$ cat src/rtl/ftf_pkg.sv
// ftf_pkg: constants, flag indices and stage bundles for float_to_fixed_pipe.
// Stage bundles are sized for the widest output (OUT_W = 32).
package ftf_pkg;

  localparam int FP_BIAS   = 127;
  localparam int FP_MANT_W = 23;
  localparam int FP_EXP_W  = 8;
  localparam int SIG_W     = FP_MANT_W + 1;
  localparam int MAG_MAX_W = 33;

  localparam int FLAG_NAN     = 2;
  localparam int FLAG_OVF     = 1;
  localparam int FLAG_INEXACT = 0;

  typedef enum logic {
    RM_TRUNC = 1'b0,
    RM_RNE   = 1'b1
  } rmode_e;

  typedef struct packed {
    logic              valid;
    logic              sign;
    logic              nan;
    logic              inf;
    logic              flush_inx;
    logic [SIG_W-1:0]  sig;
    logic signed [9:0] shift;
`ifdef FTF_ROUND_NEAREST_EN
    rmode_e            rmode;
`endif
  } s1_t;

  typedef struct packed {
    logic                 valid;
    logic                 sign;
    logic                 nan;
    logic                 inf;
    logic                 flush_inx;
    logic [MAG_MAX_W-1:0] mag;
    logic                 guard;
    logic                 sticky;
    logic                 ovf;
`ifdef FTF_ROUND_NEAREST_EN
    rmode_e               rmode;
`endif
  } s2_t;

endpackage

$ cat src/rtl/ftf_align_shifter.sv
// ftf_align_shifter: bidirectional significand aligner for float_to_fixed_pipe.
// Produces integer magnitude, guard, sticky and shift-out overflow.
module ftf_align_shifter
  import ftf_pkg::*;
#(
  parameter int MW = 33
) (
  input  logic [SIG_W-1:0]  sig_i,
  input  logic signed [9:0] shift_i,
  output logic [MW-1:0]     mag_o,
  output logic              guard_o,
  output logic              sticky_o,
  output logic              ovf_o
);

  // 26 fraction bits below the binary point cover every useful right shift
  localparam int FW = 26;
  localparam int BW = FW + MW + SIG_W;
  localparam logic signed [9:0] SH_HI = 10'(MW);
  localparam logic signed [9:0] SH_LO = -10'sd26;

  logic [BW-1:0] vec;
  logic [6:0]    amt;

  always_comb begin
    amt      = 7'(shift_i - SH_LO);
    vec      = {{(BW-SIG_W){1'b0}}, sig_i} << amt;
    mag_o    = vec[FW+MW-1:FW];
    guard_o  = vec[FW-1];
    sticky_o = |vec[FW-2:0];
    ovf_o    = |vec[BW-1:FW+MW];
    if (shift_i >= SH_HI) begin
      mag_o    = '0;
      guard_o  = 1'b0;
      sticky_o = 1'b0;
      ovf_o    = |sig_i;
    end else if (shift_i <= SH_LO) begin
      mag_o    = '0;
      guard_o  = 1'b0;
      sticky_o = |sig_i;
      ovf_o    = 1'b0;
    end
  end

endmodule

$ cat src/rtl/float_to_fixed_pipe.sv
// float_to_fixed_pipe: 3-stage IEEE-754 single to saturating signed fixed point.
// Define FTF_ROUND_NEAREST_EN to honour in_rmode (RNE); otherwise truncate.
module float_to_fixed_pipe
  import ftf_pkg::*;
#(
  parameter int OUT_W        = 32,
  parameter int POS_W        = $clog2(OUT_W),
  parameter bit FLUSH_DENORM = 1'b1
) (
  input  logic             clk,
  input  logic             rst,
  input  logic             in_valid,
  output logic             in_ready,
  input  logic [31:0]      in_float,
  input  logic [POS_W-1:0] in_fixpointpos,
  input  logic             in_rmode,
  output logic             out_valid,
  input  logic             out_ready,
  output logic [OUT_W-1:0] out_result,
  output logic [2:0]       out_flags
);

  localparam int MW = OUT_W + 1;
  localparam logic [MW:0] NEG_LIM = {3'b001, {(OUT_W-1){1'b0}}};
  localparam logic [MW:0] POS_LIM = {3'b000, {(OUT_W-1){1'b1}}};

  s1_t s1_d, s1_q;
  s2_t s2_d, s2_q;
  logic             out_valid_q;
  logic [OUT_W-1:0] res_d, res_q;
  logic [2:0]       flags_d, flags_q;
  logic             advance;

  assign advance    = !out_valid_q | out_ready;
  assign in_ready   = advance;
  assign out_valid  = out_valid_q;
  assign out_result = res_q;
  assign out_flags  = flags_q;

  logic [FP_EXP_W-1:0]  exp_f;
  logic [FP_MANT_W-1:0] man_f;
  logic is_nan, is_inf, is_flush, is_den;

  always_comb begin
    exp_f    = in_float[30:23];
    man_f    = in_float[22:0];
    is_nan   = (exp_f == 8'hFF) && (man_f != '0);
    is_inf   = (exp_f == 8'hFF) && (man_f == '0);
    is_flush = (exp_f == 8'h00) && (FLUSH_DENORM || man_f == '0);
    is_den   = (exp_f == 8'h00) && !FLUSH_DENORM && (man_f != '0);
    s1_d       = '0;
    s1_d.valid = in_valid;
    s1_d.sign  = in_float[31];
    s1_d.sig   = {1'b1, man_f};
    s1_d.shift = 10'(exp_f) + 10'(in_fixpointpos)
               - 10'(FP_BIAS + FP_MANT_W);
`ifdef FTF_ROUND_NEAREST_EN
    s1_d.rmode = rmode_e'(in_rmode);
`endif
    unique case (1'b1)
      is_nan: begin
        s1_d.nan = 1'b1;
        s1_d.sig = '0;
      end
      is_inf: s1_d.inf = 1'b1;
      is_flush: begin
        s1_d.sig       = '0;
        s1_d.flush_inx = |man_f;
      end
      // denormals: implicit bit 0, exponent fixed at -126
      is_den: begin
        s1_d.sig   = {1'b0, man_f};
        s1_d.shift = 10'd1 + 10'(in_fixpointpos)
                   - 10'(FP_BIAS + FP_MANT_W);
      end
      default: ;
    endcase
  end

`ifndef FTF_ROUND_NEAREST_EN
  logic unused_rmode;
  assign unused_rmode = in_rmode;
`endif

  logic [MW-1:0] sh_mag;
  logic sh_guard, sh_sticky, sh_ovf;

  ftf_align_shifter #(.MW(MW)) u_align (
    .sig_i   (s1_q.sig),
    .shift_i (s1_q.shift),
    .mag_o   (sh_mag),
    .guard_o (sh_guard),
    .sticky_o(sh_sticky),
    .ovf_o   (sh_ovf)
  );

  always_comb begin
    s2_d           = '0;
    s2_d.valid     = s1_q.valid;
    s2_d.sign      = s1_q.sign;
    s2_d.nan       = s1_q.nan;
    s2_d.inf       = s1_q.inf;
    s2_d.flush_inx = s1_q.flush_inx;
    s2_d.mag       = MAG_MAX_W'(sh_mag);
    s2_d.guard     = sh_guard;
    s2_d.sticky    = sh_sticky;
    s2_d.ovf       = sh_ovf;
`ifdef FTF_ROUND_NEAREST_EN
    s2_d.rmode     = s1_q.rmode;
`endif
  end

  logic [MW-1:0] mag;
  logic [MW:0]   mag_r;
  logic          big, ovf;
`ifdef FTF_ROUND_NEAREST_EN
  logic          inc;
`endif

  always_comb begin
    mag = s2_q.mag[MW-1:0];
`ifdef FTF_ROUND_NEAREST_EN
    inc   = (s2_q.rmode == RM_RNE) & s2_q.guard
          & (s2_q.sticky | mag[0]);
    mag_r = {1'b0, mag} + {{MW{1'b0}}, inc};
`else
    mag_r = {1'b0, mag};
`endif
    // negative side may reach exactly 2^(OUT_W-1)
    big   = s2_q.sign ? (mag_r > NEG_LIM) : (mag_r > POS_LIM);
    ovf   = !s2_q.nan & (s2_q.inf | s2_q.ovf | big);
    res_d = s2_q.sign ? -mag_r[OUT_W-1:0] : mag_r[OUT_W-1:0];
    if (ovf) begin
      res_d = s2_q.sign ? {1'b1, {(OUT_W-1){1'b0}}}
                        : {1'b0, {(OUT_W-1){1'b1}}};
    end
    if (s2_q.nan) res_d = '0;
    flags_d               = '0;
    flags_d[FLAG_NAN]     = s2_q.nan;
    flags_d[FLAG_OVF]     = ovf;
    flags_d[FLAG_INEXACT] = !s2_q.nan & !ovf
                          & (s2_q.flush_inx | s2_q.guard | s2_q.sticky);
  end

  always_ff @(posedge clk or negedge rst) begin
    if (!rst) begin
      s1_q        <= '0;
      s2_q        <= '0;
      out_valid_q <= 1'b0;
      res_q       <= '0;
      flags_q     <= '0;
    end else if (advance) begin
      s1_q        <= s1_d;
      s2_q        <= s2_d;
      out_valid_q <= s2_q.valid;
      res_q       <= res_d;
      flags_q     <= flags_d;
    end
  end

endmodule

$ cat config.mk
export PLATFORM = sky130hd
export DESIGN_NAME = float_to_fixed_pipe
export DESIGN_NICKNAME = d
export VERILOG_FILES = /design/src/rtl/ftf_pkg.sv /design/src/rtl/ftf_align_shifter.sv /design/src/rtl/float_to_fixed_pipe.sv
export SDC_FILE = /design/constraint.sdc
export NUM_CORES = 1
export LEC_CHECK = 0
export ABC_AREA = 0
export BUFFER_PORTS_ARGS = -buffer_cell sky130_fd_sc_hd__buf_2
export CAP_MARGIN = 5
export CORE_MARGIN = 3
export CORE_UTILIZATION = 50
export CTS_BUF_LIST = sky130_fd_sc_hd__clkbuf_8
export DETAILED_ROUTE_END_ITERATION = 16
export PLACE_DENSITY = 0.77
export SLEW_MARGIN = 15
export SYNTH_ARGS = -nofsm -noshare
export SYNTH_HDL_FRONTEND = slang
export SYNTH_SLANG_ARGS = --single-unit
$ cat constraint.sdc
create_clock -name clk -period 2.5 [get_ports clk]
set_input_delay 0.125 -clock clk [delete_from_list [all_inputs] [get_ports clk]]
set_output_delay 0.125 -clock clk [all_outputs]
set_load 0.1 [all_outputs]
==> flow_metrics.py <==
metrics = {
    "clock_tree": {
        "clockRootBuffer": "clkbuf_8",
        "cts_made_buffers": 17,
        "clk_pin_slew_ns": 0.07,
        "cts_tree": "done",
        "cts_buffer_depth": 2,
        "clk-insertion-delay-late_ns": 0.46,
        "clock_sinks": 116,
        "h-tree-depth": 4,
    },
    "power": {
        "p_leak_nw": 5.45,
        "comb_power_share": 0.761,
        "pwr-share-clk": 0.090,
        "p_sw_frac": 0.503,
        "cellPowerDensity_nw_per_um2": 1650,
        "p_switching_mw": 9.91,
        "ir_drop_v": 0.000953,
        "p_seq_frac": 0.149,
        "p_int_mw": 9.78,
    },
    "grt": {
        "grt_pass1_vias": 8322,
        "grt.overflow.total": 0,
        "grt_max_degree": 73,
        "track_usage": 0.318,
        "antenna_found_initial": 0,
        "grt_pass1_wl_um": 44900,
    },
    "layout": {
        "antenna_cells": 0,
        "final_cell_mix": "buf_4, dfrtp_1, nand2_1, nor2_1, buf_2",
        "final_common_cell": "buf_4",
        "fin_util": 0.747,
        "drive_gt1_frac": 0.422,
        "fin_nets": 1241,
        "fillerInstances": 1069,
        "area_growth_pct": 45.6,
    },
    "die": {
        "die_width_um": 134,
        "die-height_um": 134,
        "start_util": 0.513,
        "core_um2": 16000,
        "dieArea_um2": 18000,
        "num_io_pins": 79,
        "std_cell_rows": 46,
    },
    "synthesis": {
        "synth_edf_count": 0,
        "ys_ff_latch": 116,
        "ys.flop_type": "dfrtp_1",
        "synth_area_um2": 8210,
        "ys_types": 81,
        "synthesis.nets": 941,
        "ys_warn_count": 0,
        "async_flop_share": 1.00,
        "syn_inst": 882,
        "seq_area_frac_synth": 0.354,
        "postSynthAreaPerCell_um2": 9.31,
    },
    "place": {
        "gp_congestion": 1.04,
        "pre_cts_slack_ns": -0.299,
        "portBuffers": 77,
        "hpwlAfterDp_um": 20300,
    },
    "sta": {
        "layout_setup_ws_ns": -0.289,
        "slew_headroom": 0.494,
        "fmax_mhz": 358,
        "finClkSkew_ns": 0.0117,
        "tightest_slew_ns": 0.758,
        "min_period_ns": 2.79,
        "min_period_over_period": 1.12,
        "finalHoldViolCount": 0,
        "maxSlewViolCount": 0,
        "rsz0062_at_grt": "true",
        "whs_ns": 0.0146,
        "finalSetupViolations": 47,
    },
    "critical_path": {
        "startpoint": "s1_q[1]",
        "r2r_cells": 9,
        "worstSetupPathType": "reg -> reg",
        "endpoint": "s2_q[1]",
        "crit_required_ns": 2.84,
        "r2r_end": "s2_q[1]",
        "worstPathMaxFanout": 6,
        "cp-start-kind": "flip-flop",
        "cp-end-kind": "flip-flop",
        "worstPathArrival_ns": 3.13,
        "rrSetupSlack_ns": -0.29,
        "r2r_start": "s1_q[1]",
    },
    "flow_run": {
        "drv_cap": 0,
    },
    "detailed_routing": {
        "drc_errors": 0,
        "ant_nets": 0,
        "routedWlPerCell_um": 21.3,
        "wl_um": 30100,
        "via_count": 8737,
        "vias_per_cell": 6.21,
        "firstDrtPassIters": 5,
        "initialDrtViolationCount": 786,
    },
    "status": {
        "status": "finished, violations left",
        "violations": "negative setup slack",
    },
    "worst_hold_path": {
        "hold_path.class": "in -> reg",
    },
}
==> what timing repair did <==
item                                   CTS  global route
endpoints found under the hold margin   77             0
hold buffers                            27             0
cloned                                   1             4
setup endpoints to repair               29            66
pin swaps                               19            66
gates resized for setup                 40           129
setup buffers                           14            23
==> sequential cells by signal (all words and copies together) (netlist names) <==
register,count
out_valid,1
s2_q,7
s1_q,39
out_flags,3
mag,33
out_result,32
flags_d,1
==> power groups by stage <==
stage               clock network [mW]  registers (mW)  logic, mW
detailed placement                   0            2.95       12.2
global route                      1.87            3.00       15.6
finish                            1.77            2.94       15.0
CTS                               1.77            2.92       13.0
global placement                     0            2.92       12.1
floorplan                            0            4.91       5.37
==> critical path, stage by stage (launching register included) <==
cell and delay, ns:
dfrtp_2 0.44, ha_4 0.31, buf_12 0.14, mux4_2 0.52, mux2i_1 0.16, buf_4 0.19, buf_12 0.11, o22ai_4 0.07
or3_1 0.32, o41a_1 0.42
==> layer usage <==
layer | share of wire | vias up | global-route usage
met5 | 0 | - | 0
met4 | 0.048 | 0 | 0.153
met3 | 0.070 | 108 | 0.0518
met2 | 0.49 | 482 | 0.529
met1 | 0.39 | 4247 | 0.408
li1 | - | 3900 | -
==> cell usage after synthesis, types with 16 or more instances <==
cell      number  share of area
a21oi_1       53          0.032
a22o_1        35          0.037
buf_2         18          0.011
clkbuf_1      29          0.013
dfrtp_1      116           0.35
ha_1          16          0.024
inv_1         24          0.011
mux2_2        17          0.023
mux2i_1       33          0.040
mux4_2        20          0.055
nand2_1       92          0.042
nand3_1       25          0.015
nand4_1       16          0.012
nor2_1        89          0.041
nor3_1        23          0.014
nor4_1        16          0.012
o21ai_0       47          0.029
xnor2_1       29          0.031
==> final cells by class <==
type,count,area [um2],area share
sequential,116,2910,0.243
multi-input combinational,679,5490,0.460
clock buffer,18,248,0.0207
timing repair buffer,343,2790,0.234
inverter,25,96.3,0.00806
clock inverter,11,140,0.0117
tap,216,270,0.0226
==> cells by family (layout without fill, tap and decap cells) <==
family	count (synthesis)	in the layout	synth area share
AO/OA/AOI/OAI	231	231	0.193
XOR/XNOR	40	40	0.0445
adder cells (fa/ha/maj)	17	17	0.0268
buffers and inverters	87	397	0.0498
flip-flops	116	116	0.354
multiplexers	79	79	0.145
AND/OR/NAND/NOR	312	312	0.186
==> stage by stage <==
stage	setup TNS (ns)	power, mW	std cells	instance area, um2
after floorplan	-0.0912	10.3	882	8220
after global placement	-1.66	15.1	1314	10200
after detailed placement	-1.79	15.1	1314	10200
after CTS	-1.40	17.7	1384	11200
after global routing	-7.74	20.5	1408	11900
final	-4.12	19.7	1408	11900
==> how the worst min path moves through the flow <==
stage,startpoint,end,cells after the start
floorplan,rst,flags_d[2],0
global placement,rst,mag[2],1
detailed placement,rst,mag[2],1
CTS,out_ready,out_flags[2],4
global route,out_ready,out_flags[2],4
finish,in_fixpointpos[0],s1_q[0],4
No activity file was read; power rests on OpenSTA's default activity.
